**config.mk**
```make
export PLATFORM = sky130hd
export DESIGN_NAME = vc_trigger_seq
export DESIGN_NICKNAME = d
export VERILOG_FILES = /design/src/rtl/vc_trigger_seq.sv
export SDC_FILE = /design/constraint.sdc
export NUM_CORES = 1
export LEC_CHECK = 0
export CAP_MARGIN = 15
export CORE_ASPECT_RATIO = 1.5
export CORE_MARGIN = 10
export CORE_UTILIZATION = 40
export CTS_CLUSTER_SIZE = 30
export DETAILED_ROUTE_END_ITERATION = 6
export GPL_TIMING_DRIVEN = 1
export HOLD_SLACK_MARGIN = 0.02
export SLEW_MARGIN = 20
export SYNTH_ARGS = -nofsm -noshare
export SYNTH_HDL_FRONTEND = slang
export SYNTH_SLANG_ARGS = --single-unit
```
**constraint.sdc**
```tcl
create_clock -name clk -period 2.6 [get_ports clk]
set_input_delay 0.52 -clock clk [delete_from_list [all_inputs] [get_ports clk]]
set_output_delay 0.52 -clock clk [all_outputs]
set_load 0.02 [all_outputs]
```
**src/rtl/vc_trigger_seq.sv**
```systemverilog
// Turns three raw active-low pushbuttons into mutually exclusive segment triggers
// t1/t2/t3 for the voice-corruptor address counter. Each trigger is held for its segment length.
module vc_trigger_seq #(
  parameter logic [19:0] DB_CYCLES = 20'd500000,
  parameter logic [12:0] LEN1      = 13'd394,
  parameter logic [12:0] LEN2      = 13'd256,
  parameter logic [12:0] LEN3      = 13'd128,
  parameter logic        LOOP_EN   = 1'b0
) (
  input  logic       clk,
  input  logic       rst_n,
  input  logic [2:0] key_n,
  output logic       t1,
  output logic       t2,
  output logic       t3,
  output logic       busy,
  output logic [1:0] sel
);

  localparam logic [1:0] S_IDLE     = 2'd0;
  localparam logic [1:0] S_PLAY     = 2'd1;
  localparam logic [1:0] S_GAP      = 2'd2;
  localparam logic [1:0] S_WAIT_REL = 2'd3;

  logic [2:0]       sync1, sync2, key_act;
  logic [2:0][19:0] db_cnt;
  logic [2:0]       db_lvl, db_lvl_d, press;
  logic [1:0]       state, state_d;
  logic [12:0]      cnt, cnt_d;
  logic [1:0]       sel_q, sel_d;
  logic [2:0]       t_q, t_d;
  logic             held;

  // Both synchroniser stages reset to the released level so no edge appears on release.
  // NOTE: sequential state always uses non-blocking assignments so every flop samples pre-edge values.
  always_ff @(posedge clk or negedge rst_n) begin
    if (!rst_n) begin
      sync1 <= 3'b111;
      sync2 <= 3'b111;
    end else begin
      sync1 <= key_n;
      sync2 <= sync1;
    end
  end

  assign key_act = ~sync2;

  // The debounced level flips after DB_CYCLES consecutive cycles of disagreement.
  always_ff @(posedge clk or negedge rst_n) begin
    if (!rst_n) begin
      db_cnt   <= '0;
      db_lvl   <= '0;
      db_lvl_d <= '0;
      press    <= '0;
    end else begin
      db_lvl_d <= db_lvl;
      press    <= db_lvl & ~db_lvl_d;
      for (int i = 0; i < 3; i++) begin
        if (key_act[i] == db_lvl[i]) begin
          db_cnt[i] <= '0;
        end else if (db_cnt[i] == DB_CYCLES - 20'd1) begin
          db_cnt[i] <= '0;
          db_lvl[i] <= ~db_lvl[i];
        end else begin
          db_cnt[i] <= db_cnt[i] + 20'd1;
        end
      end
    end
  end

  function automatic logic [12:0] len_m1(input logic [1:0] s);
    case (s)
      2'd1:    len_m1 = LEN1 - 13'd1;
      2'd2:    len_m1 = LEN2 - 13'd1;
      default: len_m1 = LEN3 - 13'd1;
    endcase
  endfunction

  always_comb begin
    case (sel_q)
      2'd1:    held = db_lvl[0];
      2'd2:    held = db_lvl[1];
      2'd3:    held = db_lvl[2];
      default: held = 1'b0;
    endcase
  end

  // NOTE: every always_comb output gets a default first so no latch can be inferred.
  always_comb begin
    state_d = state;
    cnt_d   = cnt;
    sel_d   = sel_q;
    case (state)
      S_IDLE: begin
        if (|press) begin
          sel_d   = press[0] ? 2'd1 : (press[1] ? 2'd2 : 2'd3);
          cnt_d   = len_m1(sel_d);
          state_d = S_PLAY;
        end
      end
      S_PLAY: begin
        if (cnt == 13'd0) begin
          if (LOOP_EN && held) begin
            state_d = S_GAP;
          end else begin
            state_d = S_WAIT_REL;
            sel_d   = 2'd0;
          end
        end else begin
          cnt_d = cnt - 13'd1;
        end
      end
      S_GAP: begin
        cnt_d   = len_m1(sel_q);
        state_d = S_PLAY;
      end
      S_WAIT_REL: begin
        if (db_lvl == 3'b000) state_d = S_IDLE;
      end
      default: state_d = S_IDLE;
    endcase
  end

  // Triggers are decoded from next state so they come straight out of flops.
  always_comb begin
    t_d = 3'b000;
    if (state_d == S_PLAY) begin
      case (sel_d)
        2'd1:    t_d = 3'b001;
        2'd2:    t_d = 3'b010;
        2'd3:    t_d = 3'b100;
        default: t_d = 3'b000;
      endcase
    end
  end

  always_ff @(posedge clk or negedge rst_n) begin
    if (!rst_n) begin
      state <= S_IDLE;
      cnt   <= '0;
      sel_q <= '0;
      t_q   <= '0;
    end else begin
      state <= state_d;
      cnt   <= cnt_d;
      sel_q <= sel_d;
      t_q   <= t_d;
    end
  end

  assign t1   = t_q[0];
  assign t2   = t_q[1];
  assign t3   = t_q[2];
  assign sel  = sel_q;
  assign busy = (state != S_IDLE);

endmodule

```
Yosys cells after proc, flatten, opt, wreduce, memory -nomap -nowiden
Index checks and enable logic that the tools add are counted.
Widths: inputs -> output; s select.
- register bits after elaboration: 95
- latch bits: 0
- memory bits (writable): 0
- memory bits (read-only): 0
- input bits: 5
- logic and storage cells: 78
- memories: 0
- $add $sub $neg: 4
- multipliers: 0
- div/mod/pow operators: 0
- $lt $le $gt $ge: 0
- equal/unequal tests: 19
- shift operators: 0
- multiplexer cells: 22
- bitwise operators: 9
- reductions and logical operators: 10
- operators by type and width (cell ; count):
    $mux 20 ; 6
    $add 20x1->20 const B ; 3
    $eq 20x19->1 const B ; 3
    $pmux 13 s3 ; 1
    $pmux 9 s2 ; 2
    $mux 13 ; 2
    $logic_not 13->1 ; 1
    $sub 13x1->13 const B ; 1
    $eq 2x2->1 const B ; 6
    $mux 2 ; 6
    $eq 2x1->1 const B ; 5
    $pmux 3 s3 ; 1
    $pmux 2 s4 ; 1
    $not 1->1 ; 6
    $not 3->3 ; 2
    $reduce_and 2->1 ; 3
    $ne 2x2->1 const B ; 2
    $pmux 2 s2 ; 1
    $and 3x3->3 ; 1
    $eq 1x1->1 ; 3
    $logic_not 3->1 ; 1
    $mux 3 ; 1
    $reduce_and 3->1 ; 1
    $reduce_bool 3->1 ; 1
    4 further kinds ; 4

Depth between registers and ports, before layout
- word-level depth: 7
- depth in mapped cells: 8
- depth with buffers taken out: 7

Least setup slack after synthesis
OpenSTA, ideal clock, no wires.
- path type: register to register
- from: register state[0]
- to: register cnt[7]
- arrival: 1.799 ns
- data required time: 2.513 ns
- path slack: 0.713 ns
- stages on the path, launching flop included: 8
- path buffers: 1
- path through: dfrtp_1 inv_1 ha_1 nor4b_1 or2_1 clkbuf_1 a21oi_1 a22oi_1
- cells in the longest elaborated chain, start to end: 3
- elaborated cells on any way between the ends: 8
- classes of those cells: eq/ne: 4; mux: 1; reduce/logical: 3
- ends and longest elaborated chain (element ; line ; text):
    start: declaration ; 28 ; logic [1:0] state, state_d;
    start signal: assignment ; 144 ; state <= state_d;
    $eq 2x1->1, or another cell as far along ; 93 ; case (state)
    $ne 2x2->1 (no source line) or $reduce_bool 3->1 (tied branches) ; - ;
    $reduce_and 3->1 (no source line) ; - ;
    end signal: assignment ; 145 ; cnt <= cnt_d;
    end: declaration ; 29 ; logic [12:0] cnt, cnt_d;
Parallel ways exist; a longest one is shown, timed or not.
A chain may end at the register's enable or synchronous reset.

Final worst setup path
- from: register state[0]
- to: output busy
- cells in the longest elaborated chain, start to end: 1
- ends and longest elaborated chain (element ; line ; text):
    $reduce_bool 2->1 ; 155 ; assign busy = (state != S_IDLE);
    end: declaration ; 16 ; output logic busy,
Every way passes these cells.

==> flow_summary.json <==
{
  "avgSynthCellArea_um2": 9.80,
  "crit_top_cell": "inv_1",
  "arrival_ps": 1840,
  "synth.largest_area_cell": "dfrtp_1",
  "postCtsHoldBufs": 0,
  "synth.distinct_cells": 57,
  "diodes": 0,
  "maxSlewHeadroom_pct": 61.9,
  "crit_path_cell_trace": "inv_1, ha_1, inv_1, clkdlybuf4s50_1",
  "max-clock-path-buffers": 2,
  "outcome": "finished, final reports clean",
  "hold_slack_ps": 178,
  "hold_viol": 0,
  "cts_resized": 0,
  "ant_nets": 0,
  "clkLatencyLatePin_ps": 330,
  "crit_path_end_kind": "output port",
  "root_buffer": "clkbuf_16",
  "place.gp.congestion": 0.885,
  "power_mw": 2.79,
  "start_util_pct": 41.3,
  "period_share_pct": 90.8,
  "grt_use_total_pct": 11.7,
  "num_rows": 48,
  "die_y_um": 154,
  "syn_area_mm2": 0.00478,
  "grt_start_max_net_pins": 96,
  "clock_skew_ps": 6.39,
  "io_buffers": 10,
  "routed_wl_um": 9480,
  "coreArea_mm2": 0.0116,
  "tritoncts": "built",
  "fin_nets": 516,
  "io-pin-count": 11,
  "yosys_warnings": 0,
  "placed_area_mm2": 0.00507,
  "drt_iter0_markers": 140,
  "area_growth_syn_to_layout_pct": 11.6,
  "crit_type": "register to output port",
  "reg2regPathDepth": 6,
  "fillers": 1094,
  "synth-async-reset-ratio_pct": 100,
  "synthCells": 488,
  "grt_pass1_vias": 3653,
  "final_area_mm2": 0.00534,
  "hold_path.class": "primary input to asynchronous set/reset pin",
  "route.vias.total": 3662,
  "vdd_ir_drop_max_uv": 363,
  "cts_htree_levels": 3,
  "clock_sinks": 95,
  "max_stage_delay_ps": 610,
  "max_cap_violations": 0,
  "routedWlPerCell_um": 14.5,
  "critPathSlowestCell": "clkdlybuf4s50_1",
  "r2r-end": "cnt[12]",
  "setup_tns_ps": 0,
  "syn-num-nets": 504,
  "synth.most_common_cell": "dfrtp_1",
  "antenna_found_initial": 0,
  "rsz0062_at_grt": "no",
  "crit_family": "buffers and inverters",
  "synthFlopType": "dfrtp_1",
  "clkTransAtPathRegs_ps": 60,
  "synth_commonest_cells": "dfrtp_1 (89), nor2_1 (54), nand2_1 (27)",
  "ff2ff_setup_slack_ps": 380,
  "synth-seq-cells": 95,
  "crit_fanout": 9,
  "r2r_start": "state[0]",
  "cp.required_ps": 2080,
  "post-dp-hpwl_um": 6660,
  "die_area_mm2": 0.0168,
  "max_freq_mhz": 424,
  "crit_buf_inv": 3,
  "p_leak_nw": 2.15,
  "die_w_um": 109,
  "synth.area.top_cells": "dfrtp_1 (47%), nor2_1 (4.2%), xnor2_1 (4.2%)",
  "postCtsSetupBuffers": 0,
  "seq_area_frac_synth_pct": 49.9,
  "drcViolationCount": 0,
  "setup_viol_count_final": 0,
  "viasPerCell": 5.59,
  "drive_gt1_share_pct": 6.93,
  "grt_pass1_wl_um": 16400,
  "cts_buffers": 9,
  "power_density_mw_per_mm2": 522,
  "fin_crit_ps": 2360,
  "yosysTopAreaCellShare_pct": 46.6,
  "first_pass_iters": 4,
  "cp-start-kind": "register",
  "tightest_slew_ps": 566,
  "drv_slew": 0,
  "grt.overflow.total": 0,
  "synth_edf_count": 0
}
-- stage by stage --
stage               worst slack, ps  util [%]  std cells
finish                          240      46.0        655
global route                    140      46.0        655
CTS                             217      46.0        655
detailed placement              405      43.7        639
global placement                521      43.7        639
floorplan                       713         -        488
-- layout by cell type, fill, tap and decap left out, types with 7 or more instances in the layout --
master and n:
nand2_1 27, ha_1 11, or4_1 13, xnor2_1 23, o21ai_0 18, a31oi_1 8
a21oi_1 24, nor2b_1 7, nor4_1 11, dfrtp_1 89, nand3_1 20, or3_1 15
xor2_1 15, clkbuf_16 9, nor3_1 15, inv_1 16, nand4_1 18, o31ai_1 17
nor2_1 54, clkdlybuf4s50_1 9, o21ai_1 10
-- cells by family (layout without fill, tap and decap cells) --
| group | count (synthesis) | count (layout) | share of synthesized area [%] |
|---|---|---|---|
| DFF | 95 | 95 | 49.9 |
| buffers and inverters | 33 | 50 | 2.64 |
| adders and majority gates | 11 | 11 | 2.88 |
| and+or+nand+nor | 212 | 212 | 24.6 |
| muxes | 2 | 2 | 0.419 |
| xor gates and xnor gates | 38 | 38 | 6.96 |
| AOI/OAI and AO/OA | 97 | 97 | 12.6 |
-- worst max path at each step --
stage	depth (start not counted)	from	slack, ps	endpoint
after floorplan	7	state[0]	710	cnt[7]
after global placement	7	state[1]	520	t_q[0]
after detailed placement	6	state[0]	400	cnt[12]
after CTS	4	state[0]	220	busy
after global routing	4	state[0]	140	busy
final	4	state[0]	240	busy
-- state kept, by name (all words and copies together), names as in the netlist --
| name | cells |
|---|---|
| cnt | 13 |
| db_cnt | 60 |
| db_lvl | 3 |
| db_lvl_d | 3 |
| press | 3 |
| sel | 2 |
| state | 2 |
| sync1 | 3 |
| sync2 | 3 |
| t_q | 3 |
-- layer usage --
metal  vias to the layer above  track usage, %  share of wire, %
li1                       1809               -                 -
met1                      1783            13.2                43
met4                         0            6.34               3.3
met5                         -               0                 0
met2                        44            20.5                52
met3                        26            1.59               1.7
-- layout make-up --
type | count | area, µm² | area share [%]
timing repair buffer | 16 | 155 | 2.91
inverter | 18 | 67.6 | 1.27
clock inverter | 3 | 18.8 | 0.352
sequential | 95 | 2380 | 44.7
multi-input combinational | 360 | 2270 | 42.6
tap | 150 | 188 | 3.52
clock buffer | 13 | 250 | 4.69
-- power breakdown --
part | switching [mW] | internal [mW] | total (mW)
logic | 0.0553 | 0.0253 | 0.0806
registers | 0.0141 | 1.50 | 1.51
clock network | 0.519 | 0.674 | 1.19
total | 0.589 | 2.20 | 2.79
No activity file was read; power rests on OpenSTA's default activity.
